<file path="src/rtl/cpu_ctrl_pkg.sv">
// cpu_ctrl_pkg: shared state encoding, opcode/alu_op constants and decoded control word
package cpu_ctrl_pkg;
  typedef enum logic [2:0] {
    IDLE = 3'd0, FETCH = 3'd1, DECODE = 3'd2, EXEC = 3'd3, MEM = 3'd4, WB = 3'd5, HALT = 3'd6
  } state_t;
  localparam logic [5:0] OP_RTYPE = 6'h00;
  localparam logic [5:0] OP_ADDI  = 6'h08;
  localparam logic [5:0] OP_LW    = 6'h23;
  localparam logic [5:0] OP_SW    = 6'h2B;
  localparam logic [5:0] OP_BEQ   = 6'h04;
  localparam logic [5:0] OP_BNE   = 6'h05;
  localparam logic [5:0] OP_BGTZ  = 6'h07;
  localparam logic [5:0] OP_HALT  = 6'h3F;
  localparam logic [5:0] FUNC_ILL = 6'h3F;
  localparam logic [2:0] ALU_ADD   = 3'b000;
  localparam logic [2:0] ALU_SUB   = 3'b001;
  localparam logic [2:0] ALU_RTYPE = 3'b010;
  typedef enum logic [2:0] {K_R, K_I, K_LW, K_SW, K_BR, K_HALT, K_ILL} kind_t;
  typedef struct packed {
    kind_t      kind;
    logic       alu_src;
    logic       ext_op;
    logic       reg_dst;
    logic       mem_to_reg;
    logic       branch_ne;
    logic       branch_e;
    logic       branch_tz;
    logic [2:0] alu_op;
  } ctrl_t;
endpackage

</file>
<file path="src/rtl/ctrl_decode.sv">
// ctrl_decode: combinational opcode/func -> control word lookup
//   opcode, func : instruction fields
//   cw           : instruction class plus operand/writeback/branch controls
module ctrl_decode
  import cpu_ctrl_pkg::*;
(
  input  logic [5:0] opcode,
  input  logic [5:0] func,
  output ctrl_t      cw
);
  always_comb begin
    cw = '0;
    cw.kind = K_ILL;
    case (opcode)
      OP_RTYPE: begin
        cw.kind = (func == FUNC_ILL) ? K_ILL : K_R;
        cw.alu_op = ALU_RTYPE;
        cw.reg_dst = 1'b1;
      end
      OP_ADDI: begin
        cw.kind = K_I;
        cw.alu_src = 1'b1;
        cw.ext_op = 1'b1;
        cw.alu_op = ALU_ADD;
      end
      OP_LW: begin
        cw.kind = K_LW;
        cw.alu_src = 1'b1;
        cw.ext_op = 1'b1;
        cw.mem_to_reg = 1'b1;
        cw.alu_op = ALU_ADD;
      end
      OP_SW: begin
        cw.kind = K_SW;
        cw.alu_src = 1'b1;
        cw.ext_op = 1'b1;
        cw.alu_op = ALU_ADD;
      end
      OP_BEQ: begin
        cw.kind = K_BR;
        cw.branch_e = 1'b1;
        cw.alu_op = ALU_SUB;
      end
      OP_BNE: begin
        cw.kind = K_BR;
        cw.branch_ne = 1'b1;
        cw.alu_op = ALU_SUB;
      end
      OP_BGTZ: begin
        cw.kind = K_BR;
        cw.branch_tz = 1'b1;
        cw.alu_op = ALU_SUB;
      end
      OP_HALT: cw.kind = K_HALT;
      default: cw.kind = K_ILL;
    endcase
  end
endmodule

</file>
<file path="src/rtl/multicycle_ctrl.sv">
// multicycle_ctrl: FETCH/DECODE/EXEC/MEM/WB sequencer driving datapath enables
//   clk, rst (sync, active-low), run, opcode, func : inputs
//   pc_wr, ir_wr, br_en, reg_wr, reg_dst, alu_src, ext_op, mem_to_reg,
//   mem_rd, mem_wr, branch_ne/e/tz, alu_op : per-cycle datapath controls
//   state, halted, illegal, instr_cnt : status
module multicycle_ctrl
  import cpu_ctrl_pkg::*;
#(
  parameter int unsigned MEM_WAIT = 0
) (
  input  logic        clk,
  input  logic        rst,
  input  logic        run,
  input  logic [5:0]  opcode,
  input  logic [5:0]  func,
  output logic        pc_wr,
  output logic        br_en,
  output logic        ir_wr,
  output logic        reg_wr,
  output logic        reg_dst,
  output logic        alu_src,
  output logic        ext_op,
  output logic        mem_to_reg,
  output logic        mem_rd,
  output logic        mem_wr,
  output logic        branch_ne,
  output logic        branch_e,
  output logic        branch_tz,
  output logic [2:0]  alu_op,
  output logic [2:0]  state,
  output logic        halted,
  output logic        illegal,
  output logic [31:0] instr_cnt
);
  localparam logic [2:0] WAIT_INIT = 3'(MEM_WAIT);
  state_t     state_q, state_d;
  ctrl_t      cw_d, cw_q;
  logic [2:0] wcnt_q;
  logic       go_q;
  logic       retire;
  logic       in_op;
  ctrl_decode u_dec (.opcode(opcode), .func(func), .cw(cw_d));
  always_comb begin
    state_d = state_q;
    case (state_q)
      IDLE:    state_d = run ? FETCH : IDLE;
      FETCH:   state_d = go_q ? DECODE : IDLE;
      DECODE:  state_d = (cw_d.kind == K_HALT || cw_d.kind == K_ILL) ? HALT : EXEC;
      EXEC:    state_d = (cw_q.kind == K_BR) ? FETCH : (cw_q.kind == K_LW || cw_q.kind == K_SW) ? MEM : WB;
      MEM:     state_d = (wcnt_q != 3'd0) ? MEM : (cw_q.kind == K_SW) ? FETCH : WB;
      WB:      state_d = FETCH;
      HALT:    state_d = HALT;
      default: state_d = IDLE;
    endcase
  end
  assign retire = (state_q == WB)
               || (state_q == MEM && wcnt_q == 3'd0 && cw_q.kind == K_SW)
               || (state_q == EXEC && cw_q.kind == K_BR);
  // run is captured on the edge into FETCH; FETCH then either proceeds or drops to IDLE
  always_ff @(posedge clk) begin
    if (!rst) begin
      state_q   <= IDLE;
      cw_q      <= '0;
      wcnt_q    <= '0;
      go_q      <= 1'b0;
      illegal   <= 1'b0;
      instr_cnt <= '0;
    end else begin
      state_q   <= state_d;
      cw_q      <= (state_q == DECODE) ? cw_d : cw_q;
      wcnt_q    <= (state_d == MEM) ? ((state_q == MEM) ? wcnt_q - 3'd1 : WAIT_INIT) : 3'd0;
      go_q      <= (state_d == FETCH) ? run : go_q;
      illegal   <= illegal | (state_q == DECODE && cw_d.kind == K_ILL);
      instr_cnt <= instr_cnt + {31'b0, retire};
    end
  end
  assign in_op      = state_q inside {EXEC, MEM, WB};
  assign pc_wr      = (state_q == FETCH) && go_q;
  assign ir_wr      = (state_q == FETCH) && go_q;
  assign br_en      = (state_q == EXEC) && (cw_q.kind == K_BR);
  assign branch_ne  = br_en & cw_q.branch_ne;
  assign branch_e   = br_en & cw_q.branch_e;
  assign branch_tz  = br_en & cw_q.branch_tz;
  assign alu_src    = in_op & cw_q.alu_src;
  assign ext_op     = in_op & cw_q.ext_op;
  assign alu_op     = in_op ? cw_q.alu_op : 3'b000;
  assign reg_wr     = (state_q == WB);
  assign reg_dst    = reg_wr & cw_q.reg_dst;
  assign mem_to_reg = reg_wr & cw_q.mem_to_reg;
  assign mem_rd     = (state_q == MEM) && (cw_q.kind == K_LW);
  // gated by rst so an interrupted store never strobes in the reset cycle
  assign mem_wr     = rst && (state_q == MEM) && (cw_q.kind == K_SW) && (wcnt_q == 3'd0);
  assign state      = state_q;
  assign halted     = (state_q == HALT);
endmodule

</file>
<file path="config.mk">
export PLATFORM = sky130hd
export DESIGN_NAME = multicycle_ctrl
export DESIGN_NICKNAME = d
export VERILOG_FILES = /design/src/rtl/cpu_ctrl_pkg.sv /design/src/rtl/ctrl_decode.sv /design/src/rtl/multicycle_ctrl.sv
export SDC_FILE = /design/constraint.sdc
export NUM_CORES = 1
export LEC_CHECK = 0
export ABC_AREA = 1
export BUFFER_PORTS_ARGS = -buffer_cell sky130_fd_sc_hd__buf_4
export CAP_MARGIN = 20
export CORE_ASPECT_RATIO = 1.2
export CORE_MARGIN = 2
export CORE_UTILIZATION = 30
export CTS_BUF_LIST = sky130_fd_sc_hd__clkbuf_4 sky130_fd_sc_hd__clkbuf_8 sky130_fd_sc_hd__clkbuf_16
export DETAILED_ROUTE_END_ITERATION = 10
export GPL_TIMING_DRIVEN = 0
export SYNTH_ARGS = -nofsm -noshare
export SYNTH_HDL_FRONTEND = slang
export SYNTH_SLANG_ARGS = --single-unit
</file>
<file path="constraint.sdc">
create_clock -name clk -period 2.15 [get_ports clk]
set_clock_uncertainty 0.05 [all_clocks]
set_input_delay 0.43 -clock clk [delete_from_list [all_inputs] [get_ports clk]]
set_output_delay 0.43 -clock clk [all_outputs]
set_load 0.1 [all_outputs]
</file>
# ---- After elaboration in Yosys (flattened, before gate mapping)
# Cells that the tools add are included.
dict set report word_totals {
  inputBits 15
  word_cells 84
  register_bits 53
  output_inout_bits 53
}
dict set report op_classes {
  n_bitwise 8
  n_mux 18
  n_reduce_logical 21
  eq_ne 21
  addsub 2
}
# operator n
set op_table {}
lappend op_table {{adder 32 x 1 -> 32 bit} 1}
lappend op_table {{equality test 6 bit, second input constant} 4}
lappend op_table {{equality test 3 bit, second input constant} 7}
lappend op_table {{one-hot mux 3 bit (7 select lines)} 1}
lappend op_table {{equality test 6 x 3 -> 1 bit, second input constant} 3}
lappend op_table {{2-to-1 mux 3 bit} 6}
lappend op_table {{one-hot mux 3 bit (6 select lines)} 1}
lappend op_table {{equality test 3 x 2 -> 1 bit, second input constant} 4}
lappend op_table {{logical AND 1 bit} 9}
lappend op_table {{AND 1 bit} 7}
lappend op_table {{2-to-1 mux 1 bit} 7}
lappend op_table {{equality test 3 x 1 -> 1 bit, second input constant} 2}
lappend op_table {{equality test 6 x 4 -> 1 bit, second input constant} 1}
lappend op_table {{zero test 3 bit} 2}
lappend op_table {{zero test 6 bit} 1}
lappend op_table {{nonzero test 3 bit} 2}
lappend op_table {{OR reduction 3 bit} 2}
lappend op_table {{logical OR 1 bit} 4}
lappend op_table {{2-to-1 mux 2 bit} 2}
lappend op_table {{one-hot mux 2 bit (2 select lines)} 1}
lappend op_table {{AND reduction 3 bit} 1}
lappend op_table {{subtractor 3 x 1 -> 3 bit, second input constant} 1}
lappend op_table {{bitwise OR 1 bit} 1}

# ---- Depth between registers and ports, before layout
# Gate-level depths: netlist of run 1.
dict set report logic_depth {
  word_depth 9
  depth_mapped 18
  ltp_nobuf 18
}

# ---- Cells and area by module
# From an unflattened synthesis of run 1, not the netlist that was laid out.
dict set report unflattened {
  cells_unflattened 461
  hier_area_um2 3006.6
}
# module instances seq_area_each_um2 cells_per_inst area_each_um2
set modules_own_cells {}
lappend modules_own_cells {multicycle_ctrl 1 1061.0 415 2777.7}
lappend modules_own_cells {ctrl_decode 1 0.0 46 229.0}

# ---- Worst setup path before layout of run 1
# No wires, ideal clock.
dict set report synth_path {
  path_kind {register -> output}
  from {register state_q[1], in the netlist state[1]}
  to {output branch_e}
  stages_incl_launch_ff 5
  arrival_ns 4.196
  required_time_ns 1.670
  path_slack_ns -2.526
  n_path_buf 0
  path_cell_list {dfxtp_1 -> nand3_1 -> nor2_1 -> inv_1 -> nor2_1}
}
dict set report synth_between {
  elab_chain_cells 3
}
# item line_no
set synth_rtl {}
lappend synth_rtl {{from (decl)} multicycle_ctrl.sv:36} ;# state_t state_q, state_d;
lappend synth_rtl {{from (signal assigned)} multicycle_ctrl.sv:69} ;# state_q <= state_d;
lappend synth_rtl {{equality test 3 x 2 -> 1 bit} multicycle_ctrl.sv:80} ;# assign br_en = (state_q == EXEC) && (cw_q.kind == K_BR);
lappend synth_rtl {{logical AND 1 bit} multicycle_ctrl.sv:80}
lappend synth_rtl {{named net br_en} multicycle_ctrl.sv:17} ;# output logic br_en,
lappend synth_rtl {{AND 1 bit} multicycle_ctrl.sv:82} ;# assign branch_e = br_en & cw_q.branch_e;
lappend synth_rtl {{to (decl)} multicycle_ctrl.sv:27} ;# output logic branch_e,
# The timed path passes the listed nets, and every way through them passes these cells.

# ---- Worst setup path in the final report of run 1
dict set report layout_path {
  from {register wcnt_q[0]}
  to {register instr_cnt[31]}
}
dict set report layout_between {
  elab_chain_cells 6
}
# item line_no
set layout_rtl {}
lappend layout_rtl {{from (decl)} multicycle_ctrl.sv:38} ;# logic [2:0] wcnt_q;
lappend layout_rtl {{from (signal assigned)} multicycle_ctrl.sv:71} ;# wcnt_q <= (state_d == MEM) ? ((state_q == MEM) ? wcnt_q - 3'd1 : WAIT_INIT) : 3'd0;
lappend layout_rtl {{zero test 3 bit} multicycle_ctrl.sv:57} ;# || (state_q == MEM && wcnt_q == 3'd0 && cw_q.kind == K_SW)
lappend layout_rtl {{logical AND 1 bit (2 in series)} multicycle_ctrl.sv:57}
lappend layout_rtl {{logical OR 1 bit} multicycle_ctrl.sv:57}
lappend layout_rtl {{logical OR 1 bit} multicycle_ctrl.sv:58} ;# || (state_q == EXEC && cw_q.kind == K_BR);
lappend layout_rtl {{adder 32 x 1 -> 32 bit} multicycle_ctrl.sv:74} ;# instr_cnt <= instr_cnt + {31'b0, retire};
lappend layout_rtl {{to (signal assigned)} multicycle_ctrl.sv:74}
lappend layout_rtl {{to (decl)} multicycle_ctrl.sv:33} ;# output logic [31:0] instr_cnt
# No other way between the ends.
# A chain may end at the register's enable or synchronous reset.

==> flow_results.org, run 1 <==
** Pwr
- Combinational logic burns 12.9% of the power.
- VDD sags by at most 0.379 mV.
- The completed layout was analyzed and its total power is 1.87 mW.
- In this run switching power makes up 27.1% of total power.
- Net switching power :: 0.506 mW
- Cell Int Power :: 1.36 mW
- Clk pwr share :: 36.1%
- Total leakage power :: 1.69 nW
- Registers are responsible for 51.1% of the overall power.
- Dividing total power by cell area gives a power density of 457 nW/µm².

** Route
- First-pass iteration count of the detailed router :: 4
- The routed layout has 2812 vias.
- Post-DR vias/cell :: 4.58
- After detailed routing, the average wire length per cell comes to 12.2 µm.
- The count of nets left with antenna violations once routing finished came out at 0.
- Routed Wire Length :: 7470 µm
- 1st-iter DRT viols :: 62
- Residual DRC count :: 0

** Clock tree
- Clock slew at reported path FFs :: 0.09 ns
- Clock tree synthesis selected as its root buffer the cell clkbuf_8.
- In this run the number of H-tree levels came out at 2.
- Clock tree from TritonCTS :: yes
- The number of clock buffers added by TritonCTS is 5.
- The later pin in the worst-skew pair is clocked with a latency of 0.31 ns.
- CTS Hold Bufs :: 0
- Buffer levels on the longest clock path :: 2
- Counting every sink on the clock net gives 50.

** Layout
- Layout Nets :: 512
- The finished layout holds 614 standard cells, fillers aside.
- The multi-input combinational cells in the finished layout cover a total of 1740 µm².
- The finished cells cover 4080 µm².
- Counting the fill cells in the layout gives 916.
- Area grow syn2layout :: 45.7%
- Cells with a size suffix above 1 make up 39.1% of the layout.
- Number of antenna cells inserted :: 0
- Once layout is complete, the utilization of the core stands at 45.0%.
- Combined flip-flop and latch cell area :: 1010 µm²

** Synth
- After synthesis, the largest family of logic cells by area is simple AND/OR/NAND/NOR gates.
- The most common cell in the synthesized netlist is nand2_1.
- Summing the areas of all compound-gate instances in the mapped netlist gives 9.20% of the synthesized area.
- Async set-reset flop share out of synthesis :: 0%
- Post-Syn Instances :: 399
- For this run, the number of Yosys warnings is 0.
- Ranked by instance count, the synthesized netlist is headed by nand2_1, inv_1, dfxtp_1.
- After Yosys synthesis, full adders, half adders and majority gates account for 1.79% of the synthesized area.
- Synth Area in XOR/XNOR :: 3.13%
- The synthesized netlist occupies a cell area of 2800 µm².
- Part of the Yosys area used for sequential elements :: 35.7%
- Average instance area after synthesis :: 7.02 µm²
- After synthesis, the share of cell area in mux cells is 0%.
- Post-synthesis sequential element count :: 50
- Count of different cell masters after synthesis :: 38
- The synthesized netlist devotes 39.0% of its cell area to simple gates.
- Of the post-synthesis cell area, the dominant cell type holds 35.7%.
- The biggest area contributor in the post-synthesis netlist is dfxtp_1.
- Largest cells by area after synthesis :: dfxtp_1, nand2_1, inv_1
- Most used flip-flop cell after synthesis :: dfxtp_1
- The synthesized design contains 0 enable-type register cells.
- Number of nets in the synthesized netlist :: 418

** STA
- Final period utilization :: 112%
- Setup violations remaining at the end of the flow were counted as 26.
- RSZ-0062 raised after global routing :: yes
- Final hold viol count :: 0
- Maximum clock frequency :: 416 MHz
- Final max-slew violation count :: 0
- Hold WS :: 0.327 ns
- Final critical-path setup slack :: -0.255 ns
- At the pin with the least slew margin, the transition time is 0.762 ns.
- For the finished layout, the period the worst path requires is 2.41 ns.
- Total Negative Setup Slacks :: -3.88 ns
- Relative slew margins :: 49.2%

** Flow run
- The tool flagged a number of max-cap violations equal to 0.

** Outcome
- The final reports fail on setup timing.
- Run status :: complete, but fails checks

** Worst setup path
- The worst register-to-register path has a depth of 17.
- At the worst endpoint, the required time is 2.34 ns.
- By startpoint and endpoint, the worst setup path is classified as reg2reg.
- Slowest stage cell, crit path :: dfxtp_2
- Startpoint type of the worst setup path :: flip-flop
- The endpoint identified for the worst register-to-register timing path is instr_cnt[31].
- The startpoint identified for the worst register-to-register timing path is wcnt_q[0].
- Setup slack on the worst reg-to-reg path comes out at -0.26 ns.
- Critical path arrival :: 2.60 ns
- The cell that appears most often on the critical path is ha_4.
- Worst stage delay on the critical path :: 0.33 ns
- Type of destination of the critical path :: flip-flop
- Ordered cell list for the critical path :: inv_2 > ha_4 > ha_4 > inv_2 > nor2_2 > nand2_2 > nand3_4 > ha_4 > buf_4 > nand3_4 > nor2_4 > nand2_4 > nor2_4 > and3_4 > nand4_1 > and2_1 > nor2_1
- Of all nets on the critical path, the largest fanout is 4.

** Place
- Post-detailed-placement half-perimeter wirelength :: 5520 µm
- During placement, the flow inserted port buffers numbering 66.
- Total cell area at the placement stage :: 3590 µm²
- Prior to clock tree synthesis, the placed netlist has a worst setup slack of -0.401 ns.
- Routability-driven placement congestion ratio :: 0.869
- Placed cells :: 585

** Global routing
- The via count of the first global-routing pass came to 2730.
- Entering global routing, the biggest net connects 17 pins.
- First-pass GRT wire length :: 12300 µm
- Across every metal layer, demand over resource in global routing totals 14.9%.
- Number of antenna violations at the first check in global routing :: 0
- Sum of overflow across all layers after global routing :: 0

** Die
- The initial utilization of the core area, before any placement, comes to 30.8%.
- The die is 92.2 µm wide.
- From bottom edge to top edge, the die measures 110 µm.
- The core region is 9080 µm².
- DIE AREA :: 10100 µm²
- I/O Pins :: 68
- Number of rows created at floorplan :: 38

** Min path
- The tightest min-delay check is of the in2reg type.
- Worst hold path cell count :: 3
- Hold Crit Start :: run
- Endpoint of the worst hold-timing path :: go_q
[per-layer routing]
layer  track usage (%)  vias to the layer above  routed length, µm  share of wire [%]
li1                  -                     1455                  -                  -
met4              2.99                        0                114                1.5
met1              16.7                     1284               3140                 42
met5                 0                        -                  0                  0
met3              2.60                       12                287                3.8
met2              29.3                       61               3920                 53
[power by group through the flow]
stage	logic, mW	registers (mW)	clock network [mW]
6_report	0.240	0.953	0.673
5_1_grt	0.263	0.955	0.732
4_1_cts	0.235	0.952	0.699
3_5_place_dp	0.232	0.973	0
3_3_place_gp	0.230	0.973	0
2_1_floorplan	0.130	1.01	0
[worst max path at each step]
stage                          from            end  slack (ns)  depth (start not counted)
after floorplan            state[0]  instr_cnt[16]       -0.97                         16
after global placement    wcnt_q[0]  instr_cnt[20]       -0.37                         18
after detailed placement  wcnt_q[0]  instr_cnt[20]       -0.40                         18
after CTS                 wcnt_q[1]  instr_cnt[20]       -0.25                         18
after global routing      wcnt_q[0]  instr_cnt[20]       -0.39                         18
final                     wcnt_q[0]  instr_cnt[31]       -0.26                         17
[cell usage in the layout (no fill, tap or decap), types with 3 or more instances in the layout]
cell	count
o21ai_1	4
nand2_2	9
inv_2	14
nor2_4	11
dfxtp_1	45
nor2_2	15
o21ai_0	8
ha_4	4
a21oi_1	26
nand3_4	7
clkbuf_1	4
nor3_1	12
nand4_1	8
nand3_2	7
dfxtp_4	3
clkbuf_8	5
buf_4	77
nor3_2	5
nand3_1	22
buf_12	5
nor2_1	35
a31oi_1	3
clkinvlp_4	4
xor2_1	7
nand2_1	60
buf_6	8
inv_1	53
[worst max-delay path: cells and delay by family, from the launching register on]
family / cells / cell delay [ns]
adders and majority gates: 3 / 0.40
buffers and inverters: 3 / 0.22
DFF: 1 / 0.33
and+or+nand+nor: 11 / 1.34
[state kept, by name, indices dropped and copies added, names as in the netlist]
signal and flops:
state 3, wcnt_q 3, go_q 1, illegal 1
instr_cnt 32, cw_q 10
[logic make-up (layout without fill, tap and decap cells)]
family	after synthesis	in the layout
xor gates and xnor gates	10	10
other	1	1
adders and majority gates	4	4
DFF	50	50
and+or+nand+nor	208	208
AOI/OAI and AO/OA	47	47
buffers and inverters	79	174
[what timing repair did]
| item | CTS | global route |
|---|---|---|
| setup buffers | 11 | 11 |
| hold endpoints to repair | 0 | 0 |
| setup endpoints to repair | 26 | 29 |
| resized for setup | 27 | 30 |
| pin swaps | 16 | 21 |
[layout make-up]
cell class                      instances  area share [%]
Buffer                                  8            1.35
Timing Repair Buffer                   87            18.0
Inverter                               71            6.86
Sequential cell                        50            24.9
Clock inverter                          3            1.07
Tap cell                              120            3.68
Multi-Input combinational cell        270            42.5
Clock buffer                            5            1.69
(Power assumes the default switching activity.)
==> run 2, diff against run 1 <==
==> constraint.sdc (replaced) <==
create_clock -name clk -period 1.9 [get_ports clk]
set_clock_uncertainty 0.05 [all_clocks]
set_input_delay 0.38 -clock clk [delete_from_list [all_inputs] [get_ports clk]]
set_output_delay 0.38 -clock clk [all_outputs]
set_load 0.1 [all_outputs]
==> run 2 against run 1 <==
Compared with the run above:
- the flow still finishes with violations (setup timing)
- global-route usage is 0.92 points higher
- clock power fell by 8.2%
- largest power group unchanged
- largest cell class unchanged
- sequential power grew 13%
- register-to-register slack got worse by 0.21 ns
- first-iteration DRC count increased by 31%
- critical path depth shrank 5
- clock-buffer cell count increased by 1
- critical endpoint is now mem_wr
- power rose by 6.8%
==> flow_results.org, run 2 (synthesis results as in run 1) <==
** Route
- Sum of met3 wire segment lengths after detailed routing :: 315 µm
- Residual DRC count :: 0
- Top layer reached by signal wires :: met4
- For this block, the routed nets add up to 7980 µm of wire.
- In the detailed route, the total length drawn on met2 is 4280 µm.
- Routed vias :: 2907
- Post-DR wirelength/cell :: 12.8 µm
- The first TritonRoute pass finished after 4 iterations.
- In this run the remaining antenna-violating nets after routing total 0.
- For this block, wires on met1 add up to 3280 µm.
- Post-DR vias/cell :: 4.65
- 1st-iter DRT viols :: 81

** Global routing
- Via count of the first global-routing pass :: 2788
- Number of antenna violations at the first check in global routing :: 0
- Maximum number of pins on one net before global-route repair :: 15
- First-pass GRT wire length :: 12800 µm
- The total overflow left after global routing is 0.
- For this run, the total global-route usage over all layers was measured as 15.8%.

** Outcome
- Failing checks :: setup timing
- Run status :: complete, but fails checks

** STA
- Hold WS :: 0.268 ns
- The number of hold-slack violations in the final timing report was 0.
- Setup Viol. Count Final :: 38
- After layout, the worst path uses 127% of the clock period.
- Worst Tran Pin Value :: 0.721 ns
- Based on the critical path, the design can be clocked at up to 416 MHz.
- The count of pins over their slew limit came to 0.
- RSZ-0062 raised after global routing :: yes
- Minimum period implied by the final worst setup slack :: 2.40 ns
- Final critical-path setup slack :: -0.505 ns
- Adding up every negative setup slack in the final design gives -10.48 ns.
- In this run the tightest slew margin relative to its limit is 51.6%.

** Clock tree
- The cell sitting at the root of the clock tree is a clkbuf_8.
- Clock Sink Count :: 50
- Buffer levels on the longest clock path :: 2
- In this run the number of H-tree levels came out at 2.
- Number of buffers created by CTS :: 5
- Clock slew at reported path FFs :: 0.08 ns
- For the worst-skew pair, the clock arrives at the later sink with an insertion delay of 0.31 ns.
- TritonCTS built the clock tree.

** Worst setup path
- Critical path arrival :: 1.97 ns
- Of all nets on the critical path, the largest fanout is 2.
- For this run, the slowest stage of the critical path takes 0.33 ns.
- STA classifies the critical path endpoint as an output port.
- Ordered cell list for the critical path :: inv_2 > ha_4 > ha_4 > inv_2 > nor2_2 > nand2_2 > buf_4 > buf_4 > buf_4 > buf_4 > nor2_4 > buf_12
- Worst Path Class, Setup :: reg2out
- Data on the critical path is required at its endpoint by 1.47 ns.
- The worst register-to-register path begins at wcnt_q[1].
- For this design, the slowest cell found on the critical path is dfxtp_2.
- Among the stages of the critical path, the cell type that occurs most often is buf_4.
- Worst r2r dst :: instr_cnt[20]
- The worst setup path is launched from a flip-flop.
- Reg-to-reg setup timing slack :: -0.47 ns
- The number of cells on the worst reg-to-reg path is 18.

** Pwr
- Final Total Pwr :: 1.99 mW
- The worst-case IR drop observed on VDD is 0.218 mV.
- Power density normalized to cell area :: 458 nW/µm²
- Total leakage power :: 1.78 nW

** Die
- Height of the die :: 110 µm
- The die is 92.2 µm wide.
- Number of rows created at floorplan :: 38
- Effective utilization at floorplan :: 30.8%
- DIE AREA :: 10100 µm²
- In this run the standard cell core region covers 9080 µm².
- I/O Pins :: 68

** Layout
- Top reg by flops :: instr_cnt
- Leaving out fill and tap cells, the most frequent cell in the layout is buf_4.
- For this run, the post-layout net count is 523.
- Share of final-layout standard cells stronger than drive strength 1 :: 42.6%
- The register with the most flip-flops in the layout has 32 of them.
- Top Registers :: instr_cnt x32, cw_q x10
- Area grow syn2layout :: 55.2%
- The top cell types in the final layout, fill and taps aside, are buf_4, nand2_1, inv_1, dfxtp_1, nor2_1.
- The repair_antennas step left the layout with diodes totalling 0.

** Place
- Detailed placement finished with a half-perimeter wire length of 5710 µm.
- Routability-driven placement congestion ratio :: 0.900
- Quantity of I/O buffers inserted on ports :: 66
- Pre-CTS setup slack :: -0.669 ns

** Min path
- Hold Crit Start :: run
- The worst hold path was traced through 3 stages.
- Endpoint of the worst hold-timing path :: go_q
- The path class of the tightest hold or removal check is in2reg.

** Flow run
- Max-cap violations in this run came to 0.
[run 2: critical path, delay by kind of cell (launching register included)]
family | cells | cell delay, ns
fa+ha+maj | 2 | 0.27
flops | 1 | 0.33
simple gates | 3 | 0.29
buf+inv | 7 | 0.79
[run 2: what timing repair did]
item                                    4_1_cts  5_1_grt
hold buffers                                  0        0
gates resized for setup                      58       48
pin swaps                                    21       29
setup buffers                                16       16
endpoints found under the setup margin       40       43
[run 2: metal layers]
metal / up-vias / global-route usage [%]
li1: 1484 / -
met1: 1327 / 17.7
met2: 83 / 30.6
met3: 13 / 2.47
met4: 0 / 4.80
met5: - / 0
[run 2: worst max-delay path by stage]
stage	start	endpoint	slack, ns	cells after the start
finish	wcnt_q[1]	mem_wr	-0.50	12
global route	cw_q[12]	instr_cnt[20]	-0.64	16
CTS	wcnt_q[1]	instr_cnt[20]	-0.46	18
detailed placement	state[2]	instr_cnt[16]	-0.67	16
global placement	state[2]	instr_cnt[20]	-0.64	16
floorplan	state[0]	instr_cnt[16]	-1.22	16
[run 2: cell type report]
type / instances / area, µm²
plain buffers: 8 / 55.1
clock buffers: 6 / 76.3
clock inverters: 2 / 8.76
fillers: 909 / 4730
inverters: 71 / 288
multi-input cells: 270 / 1820
flip-flops and latches: 50 / 1010
well taps: 120 / 150
repair buffers: 98 / 936
[run 2: stage by stage]
stage,cells,utilization [%],area [µm²]
after global placement,585,39.7,3600
after global routing,625,47.9,4350
final,625,47.9,4350
after CTS,609,44.4,4030
after floorplan,399,-,2960
after detailed placement,585,39.7,3600
[run 2: power by group]
| group | switching, mW | internal [mW] | total, mW |
|---|---|---|---|
| combinational | 0.202 | 0.0936 | 0.295 |
| clock | 0.350 | 0.268 | 0.618 |
| sequential | 0.0149 | 1.06 | 1.08 |
| total | 0.566 | 1.43 | 1.99 |
==> run 3, diff against run 2 <==
--- a/config.mk
+++ b/config.mk
@@ -9,7 +9,7 @@
 export BUFFER_PORTS_ARGS = -buffer_cell sky130_fd_sc_hd__buf_4
 export CAP_MARGIN = 20
 export CORE_ASPECT_RATIO = 1.2
-export CORE_MARGIN = 2
+export CORE_MARGIN = 10
 export CORE_UTILIZATION = 30
 export CTS_BUF_LIST = sky130_fd_sc_hd__clkbuf_4 sky130_fd_sc_hd__clkbuf_8 sky130_fd_sc_hd__clkbuf_16
 export DETAILED_ROUTE_END_ITERATION = 10
==> run 3 against run 2 <==
Compared with the run above:
- the run still ends with setup timing left
- sequential cell count is the same
- sequential power barely moved
- power grew 0.80%
- highest routed layer unchanged
- via count down 1.6%
- clock-buffer cell count stayed put
- combinational power rose by 3%
==> flow_results.org, run 3 (synthesis results as in run 1) <==
** Clock tree
- Clock slew at reported path FFs :: 0.09 ns
- H-tree levels :: 2
- At the later pin of the worst-skew pair, clock insertion delay measures 0.30 ns.
- TritonCTS built the clock tree.
- The number of clock buffers added by TritonCTS is 5.
- Clock Sink Count :: 50
- Buffer levels on the longest clock path :: 2
- Root Buffer Master :: clkbuf_8
- CTS Hold Bufs :: 0

** Die
- Area of the core :: 9080 µm²
- The initial utilization of the core area, before any placement, comes to 30.8%.
- In this run the vertical extent of the chip is 126 µm.
- For this design the top-level I/O count stands at 68.
- Width of the die :: 108 µm
- The floorplan has 38 rows.
- The die covers 13600 µm².

** Place
- Routability-driven placement congestion ratio :: 0.873
- Pre-CTS setup slack :: -0.673 ns
- Post-detailed-placement half-perimeter wirelength :: 6100 µm
- Quantity of I/O buffers inserted on ports :: 66

** Layout
- In the layout the commonest cells are buf_4, nand2_1, inv_1, dfxtp_1, nor2_1.
- Layout Utilization :: 47.5%
- Leaving out fill and tap cells, the most frequent cell in the layout is buf_4.
- The number of antenna diodes in the final layout is 0.
- The register with the most flip-flops in the layout has 32 of them.
- Share of final-layout standard cells stronger than drive strength 1 :: 42.1%
- Area grow syn2layout :: 53.9%
- Counting flops per register, the top entry is instr_cnt.
- Top Registers :: instr_cnt x32, cw_q x10
- After the last flow step, the layout net total stands at 519.

** STA
- In this run the tightest slew margin relative to its limit is 52.1%.
- The worst path uses 125% of the clock period.
- The number of hold-slack violations in the final timing report came to 0.
- The count of pins over their slew limit is 0.
- Static timing analysis puts the maximum clock frequency at 422 MHz.
- After layout, the worst setup slack is -0.470 ns.
- Setup violations remaining at the end of the flow were counted as 37.
- RSZ-0062 raised after global routing :: yes
- For the pin with the worst max-slew slack, the measured transition is 0.713 ns.
- For the finished layout, the period the worst path requires is 2.37 ns.

** Route
- For this run, design rule violations remaining after detail routing come to 0.
- Routed metal-1 wire length :: 3400 µm
- Post-DR vias/cell :: 4.61
- After detailed routing, the met3 layer carries 621 µm of wire.
- The routed layout has 2860 vias.
- The count of nets left with antenna violations once routing finished came out at 0.
- First-pass iteration count of the detailed router :: 4
- 1st-iter DRT viols :: 46
- After detailed routing, the average wire length per cell comes to 13.3 µm.
- After detailed routing, the total wire length is 8260 µm.
- Top layer reached by signal wires :: met4
- In the detailed route, the total length drawn on met2 is 4210 µm.

** Flow run
- Number of max-cap violations :: 0

** Pwr
- Final Total Pwr :: 2.01 mW
- Maximum vdd drop :: 0.297 mV
- Power density normalized to cell area :: 466 nW/µm²
- Total leakage power :: 1.76 nW

** Worst setup path
- Startpoint type of the worst setup path :: flip-flop
- Path depth of the worst reg2reg path :: 16
- Worst stage delay on the critical path :: 0.37 ns
- The worst setup path is of the reg2reg kind.
- Total stage count of the critical path :: 16
- Critical Path Fanout Max :: 6
- On the critical path, the stage with the largest delay is an instance of dfxtp_4.
- Most frequent cell on the critical path :: nand3_4
- The kind of cell with the highest combined delay along the critical path is simple AND/OR/NAND/NOR gates.
- Worst path buffer plus inverter count :: 3
- Ordered cell list for the critical path :: inv_2 > or2_4 > nor2_4 > inv_4 > nand3_4 > ha_4 > ha_4 > nand3_4 > nor2_4 > inv_4 > nor2_8 > nand3_4 > nor2_8 > nand3_2 > xor2_1 > nor2_1
- Type of destination of the critical path :: flip-flop
- Critical path arrival :: 2.49 ns
- Data on the critical path is required at its endpoint by 2.02 ns.

** Global routing
- Via count of the first global-routing pass :: 2833
- Sum of overflow across all layers after global routing :: 0
- Aggregate global-route resource usage :: 11.7%
- The first global-routing pass estimated 13300 µm of wire.
- Number of antenna violations at the first check in global routing :: 0
- Maximum number of pins on one net before global-route repair :: 15

** Outcome
- Failing checks :: setup timing
- Run status :: complete, but fails checks

** Min path
- Worst hold path cell count :: 3
- Class of the tightest hold or removal check :: in2reg
[run 3: cell count changes in the layout (fill, tap and decap cells not counted), sizes merged]
cell	delta
buf	-4
[run 3: timing repair]
item | 4_1_cts | 5_1_grt
gates resized for setup | 52 | 54
pin swaps | 19 | 21
setup endpoints to repair | 39 | 41
buffers inserted | 15 | 13
[run 3: path summary, 6_finish.rpt]
kind	to	startpoint	slack [ns]
max reg2reg	instr_cnt[20]	state[0]	-0.47
max	instr_cnt[20]	state[0]	-0.47
min reg2reg	wcnt_q[0]	wcnt_q[0]	0.36
min	go_q	run	0.27
[run 3: worst min-delay path, delay by kind of cell]
kind	cells	cell delay [ns]
simple gates	2	0.12
buf+inv	1	0.09
[run 3: cell type report]
| cell class | count | area, µm² |
|---|---|---|
| timing repair buffer | 94 | 906 |
| clock buffer | 6 | 76.3 |
| clock inverter | 2 | 8.76 |
| multi-input combinational | 270 | 1810 |
| tap | 120 | 150 |
| inverter | 71 | 290 |
| fill | 894 | 4770 |
| buffer | 8 | 58.8 |
| sequential | 50 | 1010 |
[run 3: per-layer routing]
layer | global-route usage, % | vias up
li1 | - | 1474
met1 | 13.5 | 1316
met2 | 20.5 | 68
met3 | 3.67 | 2
met4 | 2.52 | 0
met5 | 0 | -
[run 3: per-stage QoR]
stage	TNS (ns)	hold WS, ns	cells	instance area [µm²]
CTS	-10.74	0.266	608	4000
global route	-16.05	0.292	621	4310
finish	-11.37	0.267	621	4310
global placement	-10.58	0.358	585	3600
floorplan	-35.96	0.349	399	2960
detailed placement	-11.21	0.364	585	3600
[run 3: where the power goes]
group | internal [mW] | total, mW | leakage [nW] | switching [mW]
clock | 0.269 | 0.624 | 0.0460 | 0.355
sequential | 1.06 | 1.08 | 0.407 | 0.0152
combinational | 0.101 | 0.305 | 1.31 | 0.204
total | 1.43 | 2.01 | 1.76 | 0.574
